### src/rtl/result_collector_if.sv
// Result streams around the collector: skewed column results in, aligned output rows out.
interface result_collector_if #(
  parameter int unsigned MATRIX_SIZE = 2,
  parameter int unsigned DATA_SIZE   = 32
);
  logic [MATRIX_SIZE-1:0]           col_valid;
  logic [MATRIX_SIZE*DATA_SIZE-1:0] col_data;
  logic                             out_valid;
  logic                             out_ready;
  logic [MATRIX_SIZE*DATA_SIZE-1:0] out_data;
  logic                             out_last;

  modport master (
    output col_valid, col_data, out_ready,
    input  out_valid, out_data, out_last
  );

  modport slave (
    input  col_valid, col_data, out_ready,
    output out_valid, out_data, out_last
  );
endinterface

### src/rtl/result_collector.sv
// Re-aligns skewed systolic column results into output rows and streams them out.
// Optional COLLECT_RELU_EN: clamp negative elements to zero as rows are loaded.
module result_collector #(
  parameter int unsigned MATRIX_SIZE = 2,
  parameter int unsigned DATA_SIZE   = 32
) (
  input  logic                clk,
  input  logic                reset,
  input  logic                general_enable,
  input  logic                start,
  result_collector_if.slave   bus,
  output logic                busy,
  output logic                done,
  output logic                overflow
);

  localparam int unsigned PtrW = (MATRIX_SIZE > 1) ? $clog2(MATRIX_SIZE) : 1;
  localparam int unsigned CntW = $clog2(MATRIX_SIZE) + 1;
  localparam logic [PtrW-1:0] PtrMax  = PtrW'(MATRIX_SIZE - 1);
  localparam logic [CntW-1:0] CntFull = CntW'(MATRIX_SIZE);
  localparam logic [CntW-1:0] RowLast = CntW'(MATRIX_SIZE - 1);

  typedef enum logic [1:0] {StIdle, StActive, StDone} state_e;

  state_e                           state_q, state_d;
  logic [DATA_SIZE-1:0]             mem_q [MATRIX_SIZE][MATRIX_SIZE];
  logic [PtrW-1:0]                  wr_ptr_q [MATRIX_SIZE];
  logic [PtrW-1:0]                  wr_ptr_d [MATRIX_SIZE];
  logic [PtrW-1:0]                  rd_ptr_q [MATRIX_SIZE];
  logic [PtrW-1:0]                  rd_ptr_d [MATRIX_SIZE];
  logic [CntW-1:0]                  cnt_q [MATRIX_SIZE];
  logic [CntW-1:0]                  cnt_d [MATRIX_SIZE];
  logic [CntW-1:0]                  row_cnt_q, row_cnt_d;
  logic [CntW-1:0]                  row_idx;
  logic                             out_valid_q, out_valid_d;
  logic                             out_last_q, out_last_d;
  logic [MATRIX_SIZE*DATA_SIZE-1:0] out_data_q, out_data_d;
  logic                             done_q, done_d;
  logic                             overflow_q, overflow_d;
  logic [MATRIX_SIZE-1:0]           push;
  logic [MATRIX_SIZE-1:0]           full;
  logic [MATRIX_SIZE-1:0]           non_empty;
  logic                             active;
  logic                             form;
  logic                             xfer;

  function automatic logic [PtrW-1:0] ptr_inc(input logic [PtrW-1:0] p);
    return (p == PtrMax) ? '0 : p + 1'b1;
  endfunction

  function automatic logic [DATA_SIZE-1:0] shape(input logic [DATA_SIZE-1:0] v);
`ifdef COLLECT_RELU_EN
    return v[DATA_SIZE-1] ? '0 : v;
`else
    return v;
`endif
  endfunction

  always_comb begin
    for (int j = 0; j < MATRIX_SIZE; j++) begin
      full[j]      = (cnt_q[j] == CntFull);
      non_empty[j] = (cnt_q[j] != '0);
    end
  end

  assign active = (state_q == StActive);
  // Index of the row about to be loaded: one past the counter if the held row leaves now.
  assign row_idx = out_valid_q ? row_cnt_q + 1'b1 : row_cnt_q;

  always_comb begin
    state_d     = state_q;
    wr_ptr_d    = wr_ptr_q;
    rd_ptr_d    = rd_ptr_q;
    cnt_d       = cnt_q;
    row_cnt_d   = row_cnt_q;
    out_valid_d = out_valid_q;
    out_last_d  = out_last_q;
    out_data_d  = out_data_q;
    done_d      = done_q;
    overflow_d  = overflow_q;
    push        = '0;
    form        = 1'b0;
    xfer        = 1'b0;

    if (general_enable) begin
      if (start) begin
        state_d     = StActive;
        wr_ptr_d    = '{default: '0};
        rd_ptr_d    = '{default: '0};
        cnt_d       = '{default: '0};
        row_cnt_d   = '0;
        out_valid_d = 1'b0;
        out_last_d  = 1'b0;
        done_d      = 1'b0;
        overflow_d  = 1'b0;
      end else begin
        xfer = out_valid_q && bus.out_ready;
        // No new row once the last row of the job is already held.
        form = active && (!out_valid_q || bus.out_ready) && (&non_empty) &&
               !(out_valid_q && out_last_q);

        for (int j = 0; j < MATRIX_SIZE; j++) begin
          if (active && bus.col_valid[j]) begin
            if (!full[j] || form) begin
              push[j] = 1'b1;
            end else begin
              overflow_d = 1'b1;
            end
          end
          if (push[j]) begin
            wr_ptr_d[j] = ptr_inc(wr_ptr_q[j]);
          end
          if (form) begin
            rd_ptr_d[j] = ptr_inc(rd_ptr_q[j]);
          end
          cnt_d[j] = cnt_q[j] + CntW'(push[j]) - CntW'(form);
        end

        if (xfer) begin
          row_cnt_d   = row_cnt_q + 1'b1;
          out_valid_d = 1'b0;
          if (out_last_q) begin
            state_d = StDone;
            done_d  = 1'b1;
          end
        end

        if (form) begin
          out_valid_d = 1'b1;
          out_last_d  = (row_idx == RowLast);
          for (int j = 0; j < MATRIX_SIZE; j++) begin
            out_data_d[j*DATA_SIZE +: DATA_SIZE] = shape(mem_q[j][rd_ptr_q[j]]);
          end
        end
      end
    end
  end

  always_ff @(posedge clk) begin
    if (!reset) begin
      state_q     <= StIdle;
      wr_ptr_q    <= '{default: '0};
      rd_ptr_q    <= '{default: '0};
      cnt_q       <= '{default: '0};
      row_cnt_q   <= '0;
      out_valid_q <= 1'b0;
      out_last_q  <= 1'b0;
      out_data_q  <= '0;
      done_q      <= 1'b0;
      overflow_q  <= 1'b0;
    end else begin
      state_q     <= state_d;
      wr_ptr_q    <= wr_ptr_d;
      rd_ptr_q    <= rd_ptr_d;
      cnt_q       <= cnt_d;
      row_cnt_q   <= row_cnt_d;
      out_valid_q <= out_valid_d;
      out_last_q  <= out_last_d;
      out_data_q  <= out_data_d;
      done_q      <= done_d;
      overflow_q  <= overflow_d;
    end
  end

  // Storage needs no reset; occupancy is tracked by the counters.
  always_ff @(posedge clk) begin
    for (int j = 0; j < MATRIX_SIZE; j++) begin
      if (reset && push[j]) begin
        mem_q[j][wr_ptr_q[j]] <= bus.col_data[j*DATA_SIZE +: DATA_SIZE];
      end
    end
  end

  assign bus.out_valid = out_valid_q;
  assign bus.out_last  = out_last_q;
  assign bus.out_data  = out_data_q;
  assign busy          = active;
  assign done          = done_q;
  assign overflow      = overflow_q;

endmodule
### src/flat_wrapper.sv
// flat-port wrapper written by rule: the top's interface ports become plain ports
module result_collector_flat 
#(
  parameter int unsigned MATRIX_SIZE = 2,
  parameter int unsigned DATA_SIZE   = 32
)
  (clk, reset, general_enable, start, busy, done, overflow, bus_col_valid, bus_col_data, bus_out_ready, bus_out_valid, bus_out_data, bus_out_last);
  result_collector_if #(.MATRIX_SIZE(MATRIX_SIZE), .DATA_SIZE(DATA_SIZE)) bus_i ();
  input  logic clk;
  input  logic reset;
  input  logic general_enable;
  input  logic start;
  output logic busy;
  output logic done;
  output logic overflow;
  input wire logic [$bits(bus_i.col_valid)-1:0] bus_col_valid;
  input wire logic [$bits(bus_i.col_data)-1:0] bus_col_data;
  input wire logic [$bits(bus_i.out_ready)-1:0] bus_out_ready;
  output wire logic [$bits(bus_i.out_valid)-1:0] bus_out_valid;
  output wire logic [$bits(bus_i.out_data)-1:0] bus_out_data;
  output wire logic [$bits(bus_i.out_last)-1:0] bus_out_last;
  assign bus_i.col_valid = bus_col_valid;
  assign bus_i.col_data = bus_col_data;
  assign bus_i.out_ready = bus_out_ready;
  assign bus_out_valid = bus_i.out_valid;
  assign bus_out_data = bus_i.out_data;
  assign bus_out_last = bus_i.out_last;
  result_collector #(.MATRIX_SIZE(MATRIX_SIZE), .DATA_SIZE(DATA_SIZE)) u_core (.clk(clk), .reset(reset), .general_enable(general_enable), .start(start), .bus(bus_i), .busy(busy), .done(done), .overflow(overflow));
endmodule
### config.mk
export PLATFORM = sky130hd
export DESIGN_NAME = result_collector_flat
export DESIGN_NICKNAME = d
export VERILOG_FILES = /design/src/rtl/result_collector_if.sv /design/src/rtl/result_collector.sv /design/src/flat_wrapper.sv
export SDC_FILE = /design/constraint.sdc
export NUM_CORES = 1
export LEC_CHECK = 0
export CAP_MARGIN = 40
export CORE_MARGIN = 5
export CORE_UTILIZATION = 55
export CTS_BUF_LIST = sky130_fd_sc_hd__clkbuf_4 sky130_fd_sc_hd__clkbuf_8
export DETAILED_ROUTE_END_ITERATION = 8
export GPL_TIMING_DRIVEN = 0
export HOLD_SLACK_MARGIN = 0.12
export PLACE_DENSITY = 0.83
export RECOVER_POWER = 100
export SLEW_MARGIN = 15
export SYNTH_ARGS = -nofsm -noshare
export SYNTH_HDL_FRONTEND = slang
export SYNTH_SLANG_ARGS = --single-unit
### constraint.sdc
create_clock -name clk -period 13.4 [get_ports clk]
set_input_delay 2.68 -clock clk [delete_from_list [all_inputs] [get_ports clk]]
set_output_delay 2.68 -clock clk [all_outputs]
set_load 0.05 [all_outputs]
# After elaboration in Yosys (flattened, before gate mapping)
# Memories as Yosys holds them, arrays and structs flattened.
# Index checks and enable logic that the tools add are counted.
# W data, S select, Z words.
dict set report classes {
  add_sub_neg 9
  multipliers 0
  div 0
  n_lt_le_gt_ge 6
  n_eq_ne 4
  shift 0
  n_mux 54
  bitwise_logic 5
  n_reduce_logical 34
}
# operator n
set op_table {}
lappend op_table {{$mux W32} 8}
lappend op_table {{$mux W64} 2}
lappend op_table {{$demux W32 S1} 2}
lappend op_table {{$mux W1} 31}
lappend op_table {{$mux W2} 10}
lappend op_table {{$reduce_bool A2 Y1} 7}
lappend op_table {{$reduce_and A2 Y1} 6}
lappend op_table {{$logic_and A1 B1 Y1} 11}
lappend op_table {{$ge A2 B2 Y1 const B} 4}
lappend op_table {{$not A1 Y2} 4}
lappend op_table {{$reduce_and A3 Y1} 2}
lappend op_table {{$add A1 B1 Y1 const B} 4}
lappend op_table {{$add A2 B1 Y2} 2}
lappend op_table {{$eq A2 B1 Y1 const B} 2}
lappend op_table {{$eq A2 B2 Y1 const B} 2}
lappend op_table {{$logic_not A1 Y1} 4}
lappend op_table {{$lt A2 B1 Y1 const B} 2}
lappend op_table {{$mux W4} 1}
lappend op_table {{$sub A2 B1 Y2} 2}
lappend op_table {{$logic_or A1 B1 Y1} 3}
lappend op_table {{$reduce_bool A3 Y1} 1}
lappend op_table {{$add A2 B1 Y2 const B} 1}
lappend op_table {{$not A1 Y1} 1}
dict set report word_totals {
  regBits 80
  latch_bits 0
  ram_bits 128
  mem_bits_ro 0
  in_bits 71
  output_inout_bits 69
  elab_cells 126
  mem_count 1
}
# name depth word_bits rd rd_ports_with_merged_regs wr line_no
set memory_table {}
lappend memory_table {u_core.mem_q 2 64 2 0 2 result_collector.sv:26} ;# logic [DATA_SIZE-1:0] mem_q [MATRIX_SIZE][MATRIX_SIZE];

# Logic depth before layout (Yosys ltp)
# Gate-level depths: netlist of run 1.
dict set report logic_depth {
  depth_word 15
  depth_mapped 10
  mapped_depth_nobuf 10
}

# Least setup slack after synthesis of run 1
# Ideal clock, no wire load.
dict set report synth_path {
  kind {input port to flip-flop}
  startpoint {input bus_out_ready}
  endpoint {memory u_core.mem_q[0][32] (netlist name), enable pin}
  setup_ps 468
  arrival_ps 5716
  required_ps 12932
  slack_ps 7216
  path_stages 4
  n_path_buf 0
  cell_sequence {nand2b_4 -> a211o_4 -> a21oi_1 -> nor3b_1}
}
# item line_no
set synth_lines {}
lappend synth_lines {{from (decl)} flat_wrapper.sv:18} ;# input wire logic [$bits(bus_i.out_ready)-1:0] bus_out_ready;
lappend synth_lines {{to (decl)} result_collector.sv:26}

==> summary.txt, run 1 <==
=================================================================================
Total of warnings raised by yosys                                               0
Post-CTS Hold Buffers                                                           0
TritonCTS clock tree                                                          yes
Prevailing post-synth register cell                                      edfxtp_1
Antenna viol nets, final                                                        0
Max Cap Violations                                                              2
Gr ovfl total                                                                   0
RR Startpoint                                                        u_core.bus.out_last
Effective utilization at floorplan                                          0.566
CTS root buffer                                                          clkbuf_8
Area growth from synthesis to final layout                                  28.8%
Number of nets produced by synthesis                                          620
Area of the core                                                        14000 µm²
Placed standard-cell area                                                9620 µm²
Number of placed instances with taps included                                 871
Net switching share of the total power                                      0.202
Half-perimeter wire length of the detailed placement result               12.6 mm
Number of buffer cells added on primary ports                                 138
WS Path Type                                                               in2reg
Netlist area before placement                                            7920 µm²
Worst Hold Depth                                                                2
GRT Util Overall                                                            0.216
Final-report setup violation count                                              0
Clock network power share                                                   0.428
Internal power                                                             998 µW
Total number of clock tree sinks                                              207
Fraction of synthesis flops using an asynchronous set or reset pin              0
Highest clock rate                                                        163 MHz
Number of different library cells in the post-synthesis netlist                44
Util after Layout                                                           0.729
# DRC                                                                           0
Routability-driven placement congestion ratio                               0.859
Antenna violations before repair                                                3
Number of CTS-inserted buffers                                                 34
Worst Hold Launch                                                    u_core.state_q[1]
Gate power share                                                            0.030
Cell depth of the worst flop-to-flop path                                       7
DIE AREA                                                                16900 µm²
Power density normalized to cell area                                  123 nW/µm²
Maximum fanout along the worst path                                            10
Critical path arrival                                                     6.25 ns
CTS max path bufs                                                               3
Detailed router's first-iteration violation count                             301
Relative contribution of sequential cells to total power                    0.542
Chip height                                                                130 µm
Portion of the post-synthesis area used by sequential elements              0.685
Final critical path time including I/O delays and setup                   6.14 ns
Gate count of the mapped netlist                                              545
Resized cells post-CTS                                                          0
Number of global-route vias before repair                                    5680
Violations in the final reports                                      max-capacitance violations, max-slew violations
RSZ-0062 raised after global routing                                           no
Layout cell share with drive strength beyond 1                             0.0903
Power spent charging and discharging nets                                  253 µW
WL/cell                                                                   19.4 µm
Standby leakage power                                                  0.00441 µW
Drt total wl                                                              18.2 mm
Worst reg2reg setup slack                                                 9.63 ns
Maximum number of pins on one net before global-route repair                   33
Worst min path class                                                      reg2reg
Number of cell rows                                                            43
H-tree depth                                                                    2
Post-CTS setup buffers                                                          0
Final setup skew                                                        0.0167 ns
Outcome                                                              finished, violations left
Pin slew with the least headroom to its limit                             1.97 ns
Total I/O pin count                                                           140
Skew-Pair Late Insertion Delay                                            0.49 ns
Fin nets                                                                      802
Endpoint with the worst hold slack                                   u_core.state_q[1]
Setup TNS                                                                    0 ns
Reg-to-reg critical path endpoint                                    u_core.mem_q[0][49]
Floorplan die width                                                        130 µm
Share of the clock period used by the worst path                            0.458
Vias post-DR                                                                 5346
Clock slew at reported path FFs                                           0.06 ns
Crit start category                                                     input pin
Vias per inst                                                                5.72
Remaining max-slew budget at the tightest pin                              -0.311
Final instance area                                                     10200 µm²
Design Power                                                              1250 µW
Syn_area_per_cell                                                        14.5 µm²
IR Drop Worst-Case VDD                                                 0.000103 V
Number of synthesized register bits                                           207
Number of endpoints with negative hold slack in the final report                0
Critical path data required time                                         13.51 ns
TritonRoute pass-1 iters                                                        5
Count of flip-flops with a built-in enable after synthesis                    128
Count of pins over their slew limit                                            66
Global-route wire length before repair                                    28.5 mm
Fin cells                                                                     935
Total of fill cells in the finished design                                    943
Type of element capturing the critical path                              register
=================================================================================
==> through the flow <==
stage	setup slack, ns	hold WS (ns)
2_1_floorplan	7.22	0.463
3_3_place_gp	5.26	0.459
3_5_place_dp	7.95	0.484
4_1_cts	8.45	0.493
5_1_grt	7.08	0.506
6_report	7.26	0.484
==> flip-flops by register name, indices dropped and copies added, names as in the netlist <==
| name | flops |
|---|---|
| u_core.overflow | 1 |
| u_core.bus.out_valid | 1 |
| u_core.rd_ptr_q | 2 |
| u_core.bus.out_last | 1 |
| u_core.wr_ptr_q | 2 |
| u_core.state_q | 2 |
| u_core.mem_q | 128 |
| u_core.bus.out_data | 64 |
| u_core.cnt_q | 4 |
| u_core.row_cnt_q | 2 |
==> cells in the mapped netlist (6+ instances only) <==
library cell,count,share of area
a21oi_1,7,0.0044
buf_2,6,0.0038
buf_6,6,0.0085
clkbuf_1,21,0.010
dfxtp_1,79,0.20
edfxtp_1,128,0.49
inv_1,8,0.0038
mux2i_1,65,0.082
nand2_1,9,0.0043
nand3_1,68,0.043
nor2_1,13,0.0062
nor2b_1,6,0.0047
o211a_1,64,0.081
==> worst max-delay path by stage <==
stage	from	endpoint	slack (ns)
6_report	bus_out_ready	u_core.mem_q[0][49]	7.26
3_3_place_gp	bus_out_ready	u_core.mem_q[0][116]	5.26
5_1_grt	bus_out_ready	u_core.mem_q[0][35]	7.08
3_5_place_dp	bus_out_ready	u_core.mem_q[0][116]	7.95
2_1_floorplan	bus_out_ready	u_core.mem_q[0][32]	7.22
4_1_cts	bus_out_ready	u_core.mem_q[0][124]	8.45
==> logic make-up (layout without fill, tap and decap cells) <==
logic type | Yosys count | in the layout | share of synthesized area
AND/OR/NAND/NOR | 121 | 121 | 0.0814
multiplexers | 65 | 65 | 0.0821
flip-flops | 207 | 207 | 0.685
XOR/XNOR | 3 | 3 | 0.00332
adder cells (fa/ha/maj) | 4 | 4 | 0.00632
other | 0 | 2 | 0
AO/OA/AOI/OAI | 96 | 96 | 0.110
buffers and inverters | 49 | 257 | 0.0318
==> per-layer routing <==
layer | part of all wire | GRT usage | wire length (µm) | up-vias
met5 | 0.00039 | 0 | 7 | -
met4 | 0.029 | 0.0899 | 524 | 2
met3 | 0.057 | 0.0413 | 1030 | 43
met2 | 0.53 | 0.382 | 9560 | 210
met1 | 0.39 | 0.258 | 7060 | 2623
li1 | - | - | - | 2468
==> placed cells by master (no fill, tap or decap), types with 7 or more instances in the layout <==
cell	instances
a21oi_1	7
clkbuf_1	35
clkbuf_4	11
clkbuf_8	40
dfxtp_1	79
dlygate4sd3_1	135
edfxtp_1	128
inv_1	8
mux2i_1	65
nand2_1	9
nand3_1	68
nor2_1	13
o211a_1	64
==> power by group through the flow <==
| stage | sequential [µW] | combinational, µW | clock (µW) |
|---|---|---|---|
| after floorplan | 692 | 11.9 | 0 |
| after global placement | 692 | 38.9 | 0 |
| after detailed placement | 692 | 41.2 | 0 |
| after CTS | 678 | 41.6 | 545 |
| after global routing | 678 | 39.8 | 573 |
| final | 678 | 37.1 | 535 |
==> critical path: stages <==
cell and delay, ns:
dlygate4sd3_1 0.58, nand2b_1 0.15, a211o_1 0.41, a21oi_1 0.26, nor3b_1 0.91, clkbuf_1 0.40
clkbuf_1 0.35, clkbuf_1 0.49
==> cell type report <==
| cell class | instances | area [µm²] | area share |
|---|---|---|---|
| Sequential cell | 207 | 5430 | 0.532 |
| Timing Repair Buffer | 146 | 1410 | 0.138 |
| Clock inverter | 11 | 47.5 | 0.00466 |
| Inverter | 8 | 30.0 | 0.00294 |
| Buffer | 41 | 204 | 0.0200 |
| Clock buffer | 51 | 633 | 0.0620 |
| Antenna cell | 2 | 5.00 | 0.000490 |
| Tap cell | 180 | 225 | 0.0221 |
| Multi-Input combinational cell | 289 | 2220 | 0.218 |
No activity file was read; power rests on OpenSTA's default activity.
==> run 2, diff against run 1 <==
--- a/config.mk
+++ b/config.mk
@@ -7,12 +7,12 @@
 export LEC_CHECK = 0
 export CAP_MARGIN = 40
 export CORE_MARGIN = 5
-export CORE_UTILIZATION = 55
+export CORE_UTILIZATION = 49
 export CTS_BUF_LIST = sky130_fd_sc_hd__clkbuf_4 sky130_fd_sc_hd__clkbuf_8
 export DETAILED_ROUTE_END_ITERATION = 8
 export GPL_TIMING_DRIVEN = 0
 export HOLD_SLACK_MARGIN = 0.12
-export PLACE_DENSITY = 0.83
+export PLACE_DENSITY = 0.78
 export RECOVER_POWER = 100
 export SLEW_MARGIN = 15
 export SYNTH_ARGS = -nofsm -noshare
==> constraint.sdc (replaced) <==
create_clock -name clk -period 5.6 [get_ports clk]
set_input_delay 1.12 -clock clk [delete_from_list [all_inputs] [get_ports clk]]
set_output_delay 1.12 -clock clk [all_outputs]
set_load 0.05 [all_outputs]
==> summary.txt, run 2 (same netlist as run 1, synthesis figures left out) <==
==================================================================================
Outcome                                                               finished, violations left
Violations in the final reports                                       max-capacitance violations, max-slew violations
Number of cell rows                                                             46
WL/cell                                                                    18.8 µm
Drt total wl                                                               18.2 mm
Gate power share                                                             0.030
Count of pins over their slew limit                                             59
RSZ-0062 raised after global routing                                            no
Vias post-DR                                                                  5272
Fin cells                                                                      972
Critical path data required time                                           5.73 ns
Global-route wire length before repair                                     28.7 mm
Highest clock rate                                                         232 MHz
Max Cap Violations                                                               2
Commonest non-fill, non-tap cells in the layout                       135 x dlygate4sd3_1, 128 x edfxtp_1, 79 x dfxtp_1, 68 x nand3_1, 65 x mux2i_1
DIE AREA                                                                 18800 µm²
Resized cells post-CTS                                                           0
Flip-flop count of the largest register, all copies and words added            128
Floorplan die width                                                         137 µm
Setup TNS                                                                     0 ns
Internal power                                                             2350 µW
Vias per inst                                                                 5.42
Routability-driven placement congestion ratio                                0.816
Layout cell share with drive strength beyond 1                              0.0930
Final setup skew                                                         0.0113 ns
Reg-to-reg critical path endpoint                                     u_core.mem_q[0][42]
Type of element capturing the critical path                               register
Effective utilization at floorplan                                           0.499
Number of CTS-inserted buffers                                                  34
Worst hold slack                                                          0.477 ns
Gr ovfl total                                                                    0
Clock network power share                                                    0.423
Area growth from synthesis to final layout                                   29.2%
Number of buffer cells added on primary ports                                  138
Util after Layout                                                            0.644
Standby leakage power                                                   0.00440 µW
H-tree depth                                                                     2
Pin slew with the least headroom to its limit                              1.95 ns
TritonRoute pass-1 iters                                                         5
Power density normalized to cell area                                   290 nW/µm²
Skew-Pair Late Insertion Delay                                             0.50 ns
GRT Util Overall                                                             0.198
Half-perimeter wire length of the detailed placement result                12.7 mm
Number of global-route vias before repair                                     5694
Worst min path class                                                       reg2reg
Share of the clock period used by the worst path                             0.771
Beginning of the critical path                                        bus_out_ready
Post-CTS setup buffers                                                           0
Power spent charging and discharging nets                                   618 µW
Detailed router's first-iteration violation count                              354
Total number of clock tree sinks                                               207
Chip height                                                                 137 µm
Critical path arrival                                                      4.45 ns
Maximum fanout along the worst path                                             10
TritonCTS clock tree                                                           yes
Fin nets                                                                       802
Cell depth of the worst flop-to-flop path                                        6
Number of endpoints with negative hold slack in the final report                 0
Antenna viol nets, final                                                         0
Total I/O pin count                                                            140
Worst reg2reg setup slack                                                  2.11 ns
Crit start category                                                      input pin
Area of the core                                                         15900 µm²
RR Startpoint                                                         u_core.bus.out_last
Clock slew at reported path FFs                                            0.06 ns
Remaining max-slew budget at the tightest pin                               -0.297
Net switching share of the total power                                       0.208
Final critical path time including I/O delays and setup                    4.32 ns
WS Path Type                                                                in2reg
Placed standard-cell area                                                 9660 µm²
CTS max path bufs                                                                3
Relative contribution of sequential cells to total power                     0.547
CTS root buffer                                                           clkbuf_8
Post-CTS Hold Buffers                                                            0
IR Drop Worst-Case VDD                                                  0.000169 V
Capturing element of the worst setup path                             u_core.mem_q[0][42]
Commonest non-fill, non-tap cell in the layout                        dlygate4sd3_1
Antenna violations before repair                                                 2
Final-report setup violation count                                               0
Final instance area                                                      10200 µm²
# DRC                                                                            0
Maximum number of pins on one net before global-route repair                    33
Number of placed instances with taps included                                  906
==================================================================================
run 2: worst max-delay path, cell delays in order:
cell and delay (ns):
dlygate4sd3_1 0.61, nand2b_1 0.16, a211o_1 0.41, a21oi_1 0.30
nor3b_1 0.77, clkbuf_1 0.55, clkbuf_1 0.52
run 2: worst min-delay path by stage:
stage / from / end / slack [ns] / cells after the start
floorplan: u_core.state_q[0] / u_core.state_q[0] / 0.46 / 2
global placement: u_core.state_q[1] / u_core.state_q[1] / 0.46 / 2
detailed placement: u_core.overflow / u_core.overflow / 0.48 / 2
CTS: u_core.overflow / u_core.overflow / 0.49 / 2
global route: u_core.bus.out_data[43] / u_core.bus.out_data[43] / 0.51 / 1
finish: u_core.overflow / u_core.overflow / 0.48 / 2
run 2: layout make-up:
cell class                      instances  area, µm²
Inverter                                8       30.0
Clock buffer                           48        592
Antenna cell                            3       7.51
Fill cell                            1196       5650
Multi-Input combinational cell        289       2220
Clock inverter                         14       62.6
Tap cell                              216        270
Timing Repair Buffer                  146       1420
Sequential cell                       207       5430
Buffer                                 41        204
run 2: power by group through the flow:
stage	Sequential, µW	Clock, µW	Combinational, µW
floorplan	1660	0	28.5
global placement	1650	0	93.7
detailed placement	1650	0	99.2
CTS	1620	1280	99.6
global route	1620	1350	95.9
finish	1620	1250	88.7
run 2: metal layers:
metal,GRT usage,routed length (µm)
met2,0.342,9580
met4,0.0915,584
met5,0,0
met3,0.0408,900
met1,0.236,7170
run 2: per-stage QoR:
step / power [µW] / setup slack [ns]
after global routing: 3070 / 1.06
after CTS: 3000 / 2.17
after detailed placement: 1750 / 1.66
after global placement: 1750 / -1.03
final: 2970 / 1.28
after floorplan: 1680 / 0.976
==> run 3, diff against run 2 <==
--- a/config.mk
+++ b/config.mk
@@ -7,12 +7,12 @@
 export LEC_CHECK = 0
 export CAP_MARGIN = 40
 export CORE_MARGIN = 5
-export CORE_UTILIZATION = 49
+export CORE_UTILIZATION = 54
 export CTS_BUF_LIST = sky130_fd_sc_hd__clkbuf_4 sky130_fd_sc_hd__clkbuf_8
 export DETAILED_ROUTE_END_ITERATION = 8
 export GPL_TIMING_DRIVEN = 0
 export HOLD_SLACK_MARGIN = 0.12
-export PLACE_DENSITY = 0.78
+export PLACE_DENSITY = 0.82
 export RECOVER_POWER = 100
 export SLEW_MARGIN = 15
 export SYNTH_ARGS = -nofsm -noshare
==> constraint.sdc (replaced) <==
create_clock -name clk -period 4.09 [get_ports clk]
set_input_delay 0.818 -clock clk [delete_from_list [all_inputs] [get_ports clk]]
set_output_delay 0.818 -clock clk [all_outputs]
set_load 0.05 [all_outputs]
==> summary.txt, run 3 (same netlist as run 1, synthesis figures left out) <==
==================================================================================
Outcome                                                               complete, no violations
RSZ-0062 raised after global routing                                            no
H-tree depth                                                                     2
Antenna violations before repair                                                 4
Number of global-route vias before repair                                     5762
Detailed router's first-iteration violation count                              377
Final instance area                                                      10300 µm²
Clock slew at reported path FFs                                            0.06 ns
Half-perimeter wire length of the detailed placement result                12.2 mm
Beginning of the critical path                                        general_enable
Maximum fanout along the worst path                                             10
Most congested layer reported by global routing                               met2
TritonCTS clock tree                                                           yes
Setup TNS                                                                     0 ns
Max Cap Violations                                                               0
Skew-Pair Late Insertion Delay                                             0.50 ns
GRT Util Overall                                                             0.207
IR Drop Worst-Case VDD                                                  0.000313 V
Number of cell rows                                                             44
Worst reg2reg setup slack                                                  1.28 ns
Total I/O pin count                                                            140
Commonest non-fill, non-tap cell in the layout                        dlygate4sd3_1
Area of the core                                                         14500 µm²
Global routing usage on met3                                                0.0470
Count of pins over their slew limit                                              0
Critical path data required time                                           4.48 ns
Critical-path cell list                                               dlygate4sd3_1 > nand2b_1 > buf_2 > a2111oi_0 > clkbuf_1 > buf_4 > nand3_1 > o211a_1
Share of the clock period used by the worst path                             0.821
Routability-driven placement congestion ratio                                0.853
Delay-heaviest family, CP                                             buffers and inverters
Effective utilization at floorplan                                           0.547
Layout cell share with drive strength beyond 1                               0.112
Fin nets                                                                       800
WS Path Type                                                                in2reg
Global-route met2 utilization                                                0.361
Number of CTS-inserted buffers                                                  34
Crit start category                                                      input pin
Final setup skew                                                        0.00942 ns
Pin slew with the least headroom to its limit                              1.03 ns
Final critical path time including I/O delays and setup                    3.36 ns
Standard cell with the maximum stage delay on the critical path          a2111oi_0
Maximum number of pins on one net before global-route repair                    33
Standby leakage power                                                   0.00446 µW
Gr ovfl total                                                                    0
Highest clock rate                                                         298 MHz
Vias per inst                                                                 5.67
DIE AREA                                                                 17200 µm²
RR Startpoint                                                         u_core.state_q[1]
Fin cells                                                                      938
Number of buffer cells added on primary ports                                  138
Flip-flop count of the largest register, all copies and words added            128
Number of placed instances with taps included                                  873
Crit-path max cell delay                                                   0.82 ns
# DRC                                                                            0
Antenna viol nets, final                                                         0
Reg-to-reg critical path endpoint                                     u_core.mem_q[0][116]
Critical path depth in cells                                                     8
Global routing met1 resource utilization                                     0.246
Power density normalized to cell area                                   404 nW/µm²
Drt total wl                                                               18.1 mm
Floorplan die width                                                         131 µm
Total of fill cells in the finished design                                     994
CTS max path bufs                                                                3
Area growth from synthesis to final layout                                   30.2%
Placed standard-cell area                                                 9650 µm²
Buffer and inverter count on the worst path                                      4
TritonRoute pass-1 iters                                                         5
Capturing element of the worst setup path                             u_core.bus.out_data[62]
Post-CTS setup buffers                                                           0
Global-route wire length before repair                                     29.2 mm
Remaining max-slew budget at the tightest pin                                0.298
Final-report setup violation count                                               0
Critical path arrival                                                      3.75 ns
Post-CTS Hold Buffers                                                            0
Cell depth of the worst flop-to-flop path                                        6
Type of element capturing the critical path                               register
Total number of clock tree sinks                                               207
CTS root buffer                                                           clkbuf_8
Vias post-DR                                                                  5319
Commonest non-fill, non-tap cells in the layout                       135 x dlygate4sd3_1, 128 x edfxtp_1, 79 x dfxtp_1, 68 x nand3_1, 65 x mux2i_1
Worst min path class                                                       reg2reg
WL/cell                                                                    19.3 µm
Chip height                                                                 131 µm
Resized cells post-CTS                                                           0
Number of endpoints with negative hold slack in the final report                 0
==================================================================================
run 3: cell types whose count changed in the layout (fill, tap and decap cells not counted), moves of 2 or more:
cell	previous run	this run
buf_4	1	4
buf_8	0	2
clkbuf_1	33	24
clkbuf_4	11	19
clkbuf_8	37	40
clkinv_1	6	2
clkinv_2	8	1
nor3b_1	3	1
nor3b_4	0	2
run 3: routing by layer:
metal | vias to the layer above | wire length (µm)
li1 | 2466 | -
met1 | 2622 | 7090
met2 | 190 | 9450
met3 | 39 | 1030
met4 | 2 | 500
met5 | - | 7
run 3: through the flow:
step	setup WS (ns)	total power, µW	utilization	hold WS [ns]
final	0.731	4160	0.712	0.483
after global placement	-0.448	2390	0.659	0.459
after CTS	1.17	4220	0.715	0.489
after detailed placement	0.637	2400	0.667	0.481
after global routing	0.540	4310	0.712	0.521
after floorplan	0.912	2310	-	0.463
run 3: worst reg2reg max path: stages (launching register included):
cell	delay [ns]
dfxtp_1	0.33
nand2b_1	0.24
a211o_1	0.35
a21oi_1	0.24
nor3b_4	0.52
buf_8	0.25
clkbuf_1	0.51
run 3: power breakdown:
group / switching, µW / internal [µW] / total, µW
clock: 757 / 1060 / 1820
sequential: 2.83 / 2220 / 2220
combinational: 63.2 / 59.4 / 123
run 3: final cells by class:
cell class | instances | area, µm² | share of cell area
repair buffers | 144 | 1440 | 0.140
flip-flops and latches | 207 | 5430 | 0.526
multi-input cells | 289 | 2250 | 0.218
plain buffers | 41 | 220 | 0.0214
inverters | 8 | 30.0 | 0.00291
clock inverters | 3 | 12.5 | 0.00121
clock buffers | 59 | 693 | 0.0672
well taps | 184 | 230 | 0.0223
diodes | 3 | 7.51 | 0.000728
run 3: how the worst min path moves through the flow:
stage                             from                       to  slack [ns]  cells after the start
6_report               u_core.overflow          u_core.overflow        0.48                      2
5_1_grt        u_core.bus.out_data[20]  u_core.bus.out_data[20]        0.52                      1
4_1_cts              u_core.state_q[1]        u_core.state_q[1]        0.49                      2
3_5_place_dp         u_core.state_q[1]        u_core.state_q[1]        0.48                      2
3_3_place_gp         u_core.state_q[1]        u_core.state_q[1]        0.46                      2
2_1_floorplan        u_core.state_q[0]        u_core.state_q[0]        0.46                      2
